===== src/rtl/sub_pkg.sv =====
// Shared definitions for the digit-serial subtractor: FSM state encoding and
// the elaboration-time parameter legality check.
package sub_pkg;

  typedef enum logic [1:0] {
    IDLE = 2'd0,
    RUN  = 2'd1,
    DONE = 2'd2
  } state_t;

  // WIDTH must be a positive whole multiple of DIGIT.
  function automatic bit params_ok(input int width, input int digit);
    return (width >= 1) && (digit >= 1) && (digit <= width) && ((width % digit) == 0);
  endfunction

endpackage


===== src/rtl/sub_digit_cell.sv =====
// Combinational DIGIT-bit ripple-borrow subtractor: diff = x - y - bi, bo = borrow out of the top bit.
module sub_digit_cell #(
  parameter int DIGIT = 1
) (
  input  logic [DIGIT-1:0] x,
  input  logic [DIGIT-1:0] y,
  input  logic             bi,
  output logic [DIGIT-1:0] diff,
  output logic             bo
);

  logic [DIGIT:0] chain;

  assign chain[0] = bi;

  for (genvar gi = 0; gi < DIGIT; gi++) begin : g_bit
    assign diff[gi]    = x[gi] ^ y[gi] ^ chain[gi];
    assign chain[gi+1] = (~x[gi] & y[gi]) | (~(x[gi] ^ y[gi]) & chain[gi]);
  end

  assign bo = chain[DIGIT];

endmodule


===== src/rtl/serial_subtractor.sv =====
// Digit-serial unsigned subtractor D = A - B - BIN, DIGIT bits per clock with start/done handshake.
// Define SUB_SAT_EN to clamp d to zero whenever the final borrow is set.
module serial_subtractor
  import sub_pkg::*;
#(
  parameter int WIDTH = 8,
  parameter int DIGIT = 1
) (
  input  logic             clk,
  input  logic             rst,
  input  logic             start,
  input  logic [WIDTH-1:0] a,
  input  logic [WIDTH-1:0] b,
  input  logic             bin,
  output logic             busy,
  output logic             done,
  output logic [WIDTH-1:0] d,
  output logic             bo
);

  localparam int STEPS = WIDTH / DIGIT;
  localparam int CW    = $clog2(STEPS + 1);
  localparam logic [CW-1:0] LAST_STEP = CW'(STEPS - 1);

  if (!params_ok(WIDTH, DIGIT)) begin : g_param_check
    $error("serial_subtractor: WIDTH must be a positive multiple of DIGIT");
  end

  state_t           state_reg;
  logic [CW-1:0]    cnt_reg;
  logic [WIDTH-1:0] a_sh_reg;
  logic [WIDTH-1:0] b_sh_reg;
  logic [WIDTH-1:0] r_reg;
  logic [WIDTH-1:0] d_reg;
  logic             borrow_reg;
  logic             bo_reg;
  logic             busy_reg;
  logic             done_reg;

  logic [DIGIT-1:0] cell_diff;
  logic             cell_bo;
  logic [WIDTH-1:0] r_shift;

  sub_digit_cell #(.DIGIT(DIGIT)) u_cell (
    .x    (a_sh_reg[DIGIT-1:0]),
    .y    (b_sh_reg[DIGIT-1:0]),
    .bi   (borrow_reg),
    .diff (cell_diff),
    .bo   (cell_bo)
  );

  // New digit enters the result from the MSB side, so after STEPS shifts it is aligned.
  if (WIDTH == DIGIT) begin : g_single_step
    assign r_shift = cell_diff;
  end else begin : g_multi_step
    assign r_shift = {cell_diff, r_reg[WIDTH-1:DIGIT]};
  end

  always_ff @(posedge clk or posedge rst) begin
    if (rst) begin
      state_reg  <= IDLE;
      cnt_reg    <= '0;
      a_sh_reg   <= '0;
      b_sh_reg   <= '0;
      r_reg      <= '0;
      d_reg      <= '0;
      borrow_reg <= 1'b0;
      bo_reg     <= 1'b0;
      busy_reg   <= 1'b0;
      done_reg   <= 1'b0;
    end else begin
      case (state_reg)
        IDLE, DONE: begin
          done_reg <= 1'b0;
          if (start) begin
            a_sh_reg   <= a;
            b_sh_reg   <= b;
            borrow_reg <= bin;
            cnt_reg    <= '0;
            busy_reg   <= 1'b1;
            state_reg  <= RUN;
          end else begin
            state_reg <= IDLE;
          end
        end
        RUN: begin
          a_sh_reg   <= a_sh_reg >> DIGIT;
          b_sh_reg   <= b_sh_reg >> DIGIT;
          r_reg      <= r_shift;
          borrow_reg <= cell_bo;
          cnt_reg    <= cnt_reg + CW'(1);
          if (cnt_reg == LAST_STEP) begin
            busy_reg  <= 1'b0;
            done_reg  <= 1'b1;
            bo_reg    <= cell_bo;
`ifdef SUB_SAT_EN
            d_reg     <= cell_bo ? '0 : r_shift;
`else
            d_reg     <= r_shift;
`endif
            state_reg <= DONE;
          end
        end
        default: begin
          busy_reg  <= 1'b0;
          done_reg  <= 1'b0;
          state_reg <= IDLE;
        end
      endcase
    end
  end

  assign busy = busy_reg;
  assign done = done_reg;
  assign d    = d_reg;
  assign bo   = bo_reg;

endmodule

===== config.mk =====
export PLATFORM = sky130hd
export DESIGN_NAME = serial_subtractor
export DESIGN_NICKNAME = d
export VERILOG_FILES = /design/src/rtl/sub_pkg.sv /design/src/rtl/sub_digit_cell.sv /design/src/rtl/serial_subtractor.sv
export SDC_FILE = /design/constraint.sdc
export NUM_CORES = 1
export LEC_CHECK = 0
export CORE_ASPECT_RATIO = 0.7
export CORE_MARGIN = 10
export CORE_UTILIZATION = 40
export CTS_CLUSTER_DIAMETER = 120
export CTS_CLUSTER_SIZE = 16
export DETAILED_ROUTE_END_ITERATION = 10
export PLACE_DENSITY = 0.62
export SKIP_CTS_REPAIR_TIMING = 1
export SLEW_MARGIN = 20
export SYNTH_ARGS = -nofsm -noshare
export SYNTH_HDL_FRONTEND = slang
export SYNTH_SLANG_ARGS = --single-unit

===== constraint.sdc =====
create_clock -name clk -period 1.9 [get_ports clk]
set_clock_uncertainty 0.2 [all_clocks]
set_input_delay 0.38 -clock clk [delete_from_list [all_inputs] [get_ports clk]]
set_output_delay 0.38 -clock clk [all_outputs]
set_load 0.05 [all_outputs]

* Word level (Yosys, flattened, before mapping)
Index checks and enable logic that the tools add are counted.
** Word-level totals
- Bits in registers :: 42
- Output and inout port bits :: 11
- Logic and storage cells :: 45
- Input port bits :: 20
** Operators by class
- Reduce and logical (&&, ||, !) cells :: 6
- Add/sub/neg operators :: 1
- Bitwise gates (word level) :: 7
- Eq/ne operators :: 5
- Mux-type cells :: 16
** Operators by type and width (number)
- 8-bit case mux with 2 select lines :: 2
- 8-bit two-way mux :: 2
- 4-bit case mux with 2 select lines :: 1
- 1-bit two-way mux :: 6
- 2-bit AND reduction :: 3
- 4-bit by 1-bit adder with 4-bit output, second input constant :: 1
- 4-bit by 3-bit equality test with 1-bit output, second input constant :: 1
- 4-bit two-way mux :: 1
- 2-bit != test, second input constant :: 2
- 1-bit case mux with 2 select lines :: 2
- 2-bit case mux with 2 select lines :: 1
- 1-bit bitwise AND :: 2
- 2-bit by 1-bit equality test with 1-bit output, second input constant :: 1
- 2-bit equality test, second input constant :: 1
- 2-bit logical NOT :: 1
- 2-bit two-way mux :: 1
- 1-bit inverter :: 2
- 2-bit nonzero test :: 1
- 2-bit OR reduction :: 1
- 1-bit XOR :: 2
- 1-bit OR :: 1

* Depth between registers and ports, before layout
- Depth in word-level cells :: 5
- Mapped depth :: 5
- Depth with buffers taken out :: 4

* Hierarchy
From an unflattened synthesis, not the netlist that was laid out.
** Unflattened totals
- Cell total of the unflattened synthesis :: 118
- Area total of the unflattened synthesis :: 1670.4 sq um
** By module, submodules not included
- serial_subtractor :: times used 1, sequential area each 1001.0 sq um, cells an instance 114, area an instance 1639.1 sq um
- sub_digit_cell :: times used 1, sequential area each 0.0 sq um, cells an instance 4, area an instance 31.3 sq um

* Worst setup path before layout
OpenSTA, ideal clock, no wires.
- Path kind :: register to register
- Start :: register, netlist name done
- End :: register d_reg[0] (netlist: d[0])
- Buffers on the path :: 0
- Arrival :: 1.429 ns
- Setup time :: 0.125 ns
- Setup slack :: 0.146 ns
- Period minus slack after synthesis :: 1.754 ns
- Cell stages (with the launch flop) :: 4
- Data required time :: 1.575 ns
- Cells stage by stage :: dfrtp_1 -> nand2b_1 -> nor2_4 -> mux2_2
** RTL lines
- to (signal assigned) :: RTL line serial_subtractor.sv:99 : d_reg <= r_shift;
- to (decl) :: RTL line serial_subtractor.sv:34 : logic [WIDTH-1:0] d_reg;

* Worst setup path after layout
- Start :: register cnt_reg[1]
- End :: register d_reg[5] (netlist: d[5])
** Between the ends
- Cells in the longest elaborated chain, start to end :: 2
** RTL lines
- from (decl) :: RTL line serial_subtractor.sv:30 : logic [CW-1:0] cnt_reg;
- from (signal assigned) :: RTL line serial_subtractor.sv:91 : cnt_reg <= cnt_reg + CW'(1);
- 4-bit by 3-bit equality test with 1-bit output :: RTL line serial_subtractor.sv:92 : if (cnt_reg == LAST_STEP) begin
- 2-bit AND reduction (no line)
No other way between the ends.
A chain may end at the register's enable or synchronous reset.

==> results.md <==
* Outcome: complete, no violations
* Critical path buffer and inverter count at 0
* # rows at 19
* Cell count after placement at 216
* Final setup viols at 0
* CTS tree: built
* Mapped Avg Cell Area at 12.65 µm²
* Largest net degree at the start of global routing at 41
* Placed cell area at 0.002066 mm²
* Setup TNS at 0 ns
* Max Transition Viols Final at 0
* WP depth at 4
* GRT overflow at 0
* Worst setup EP type: register
* P_leak at 1.109 nW
* Port Buf Inserts at 30
* Final nets at 193
* Min-Delay Path Class: in2async
* Family with the most delay on the worst path: simple AND/OR/NAND/NOR gates
* Cells after Synth at 133
* N_diodes at 0
* Vias at 1113
* Top sig layer: met4
* Reg2reg setup slack at 0.21 ns
* PnR worst setup slack at 0.2139 ns
* Total Routing Usage GR at 9.444%
* Area grow syn2layout at 30.26%
* DRC violations left at 0
* Worst path cell trace: ha_1, nand3b_1, nor2_4, mux2_2
* Commonest non-fill, non-tap cell in the layout: dfrtp_1
* WP data arrival at 1.65 ns
* Slew margin rel. at 70.25%
* Post-synth ARST share at 100.0%
* RD Place Congestion at 0.7013
* Startpoint types: register
* RSZ-0062 raised after global routing: false
* Initial core utilization at 42.14%
* Avg WL per Cell at 14.63 µm
* F_max at 593.1 MHz
* Final hold vios at 0
* Slowest stage delay, CP at 0.38 ns
* EDFF count, synth at 0
* Final WL at 3277 µm
* Post-Layout Cell Count at 224
* Mapped Area at 0.001683 mm²
* Pre-Repair DR Iteration Count at 4
* Area of the core at 0.003994 mm²
* CTS root buf: clkbuf_8
* CP max-delay cell: dfrtp_1
* Core Util, Final at 54.89%
* Worst slack at placement at 0.02410 ns
* Critical path type: reg2reg
* Worst path required time at 1.87 ns
* Met2 routed WL at 1545 µm
* YS warnings at 0
* Sink Count at 40
* Power Density at 1787 mW/mm²
* CTS H-tree depth at 2
* Period utilization at 88.74%
* Max Root-Sink Buffers at 2
* Die span in x at 97.53 µm
* Commonest register cell after synthesis: dfrtp_1
* Die Ht at 74.27 µm
* Sequential area share after synthesis at 59.48%
* Vias in the first global route at 1186
* Full die area at 0.007243 mm²
* WL met1 at 1572 µm
* Final non-filler cell area at 0.002192 mm²
* Yosys cell types at 24
* Vias per Instance at 4.969
* Placed wire-length estimate at 2358 µm
* Crit Path Max Fanout at 9
* Initial antenna violation count at 0
* I/O Pins at 31
* Worst-path clk slew at 0.08 ns
* First-pass GRT wire length at 5595 µm
* Final antenna-violating net count at 0
* Post-synthesis register bit count at 40
* Crit path time final at 1.686 ns
* Post-synthesis net count at 155
* Worst-margin pin slew at 0.4442 ns
* Reg2Reg Depth at 4
* Met3 routed WL at 138 µm
* Starting DRT DRC Count at 45
* Worst VDD drop at 0.6296 mV
* Share of layout cells above drive strength 1 at 23.26%
* Most frequent cells in the layout: dfrtp_1 (40), nand2_1 (21), clkdlybuf4s50_1 (19), a22o_1 (17), buf_4 (16)
* CTS Buf Count at 5
* Worst skew pair latency at 0.28 ns
* Max_cap viols at 0
==> area by class of cell <==
type	count	area (µm²)
Timing Repair Buffer	38	370.4
Fill cell	360	1802
Inverter	3	11.26
Clock buffer	7	96.34
Sequential cell	40	1001
Clock inverter	1	30.03
Tap cell	52	65.06
Multi-Input combinational cell	83	618.1
==> Yosys cell counts (2+ instances only) <==
library cell / n / share of area [%]
dfrtp_1: 40 / 59
nand2_1: 21 / 4.7
a22o_1: 17 / 8.8
a21o_1: 14 / 6.2
mux2_2: 9 / 6.0
buf_2: 3 / 0.89
inv_1: 3 / 0.67
a221o_1: 2 / 1.2
buf_4: 2 / 0.89
buf_6: 2 / 1.3
mux2i_1: 2 / 1.2
nand2b_1: 2 / 0.74
nand3b_1: 2 / 0.89
nor2_1: 2 / 0.45
nor2_4: 2 / 1.3
o21ai_0: 2 / 0.59
==> power breakdown <==
group / internal, mW / switching (mW)
clock: 0.463 / 0.280
combinational: 0.779 / 0.937
sequential: 1.23 / 0.225
==> final timing paths <==
path	startpoint	endpoint
min in group clk	r_reg[1]$_DFFE_PP0P_	r_reg[1]$_DFFE_PP0P_
min	rst	d[4]$_DFFE_PP0P_
min reg2reg	r_reg[1]$_DFFE_PP0P_	r_reg[1]$_DFFE_PP0P_
max	cnt_reg[1]$_DFFE_PP0P_	d[5]$_DFFE_PP0P_
max in group asynchronous	rst	cnt_reg[0]$_DFFE_PP0P_
max reg2reg	cnt_reg[1]$_DFFE_PP0P_	d[5]$_DFFE_PP0P_
==> per-layer routing <==
metal | up-vias | global-route usage [%]
li1 | 547 | -
met1 | 547 | 11.36
met2 | 17 | 15.43
met3 | 2 | 3.238
met4 | 0 | 3.859
met5 | - | 0
==> through the flow <==
stage / hold slack, ns / power [mW]
finish: 0.2414 / 3.916
global route: 0.2737 / 4.194
CTS: 0.2492 / 3.983
detailed placement: 0.2585 / 3.212
global placement: 0.2542 / 3.161
floorplan: 0.2373 / 2.737
==> cell families (layout without fill, tap and decap cells) <==
| group | count (synthesis) | count (layout) | synth area share, % |
|---|---|---|---|
| AO/OA/AOI/OAI | 36 | 36 | 17.32 |
| adder cells (fa/ha/maj) | 2 | 2 | 1.933 |
| buffers and inverters | 10 | 49 | 3.791 |
| flip-flops | 40 | 40 | 59.48 |
| multiplexers | 11 | 11 | 7.212 |
| AND/OR/NAND/NOR | 34 | 34 | 10.26 |
==> worst min-delay path: stages <==
cell	delay [ns]
clkdlybuf4s50_1	0.39
inv_1	0.09
buf_12	0.23
No activity file was read; power rests on OpenSTA's default activity.
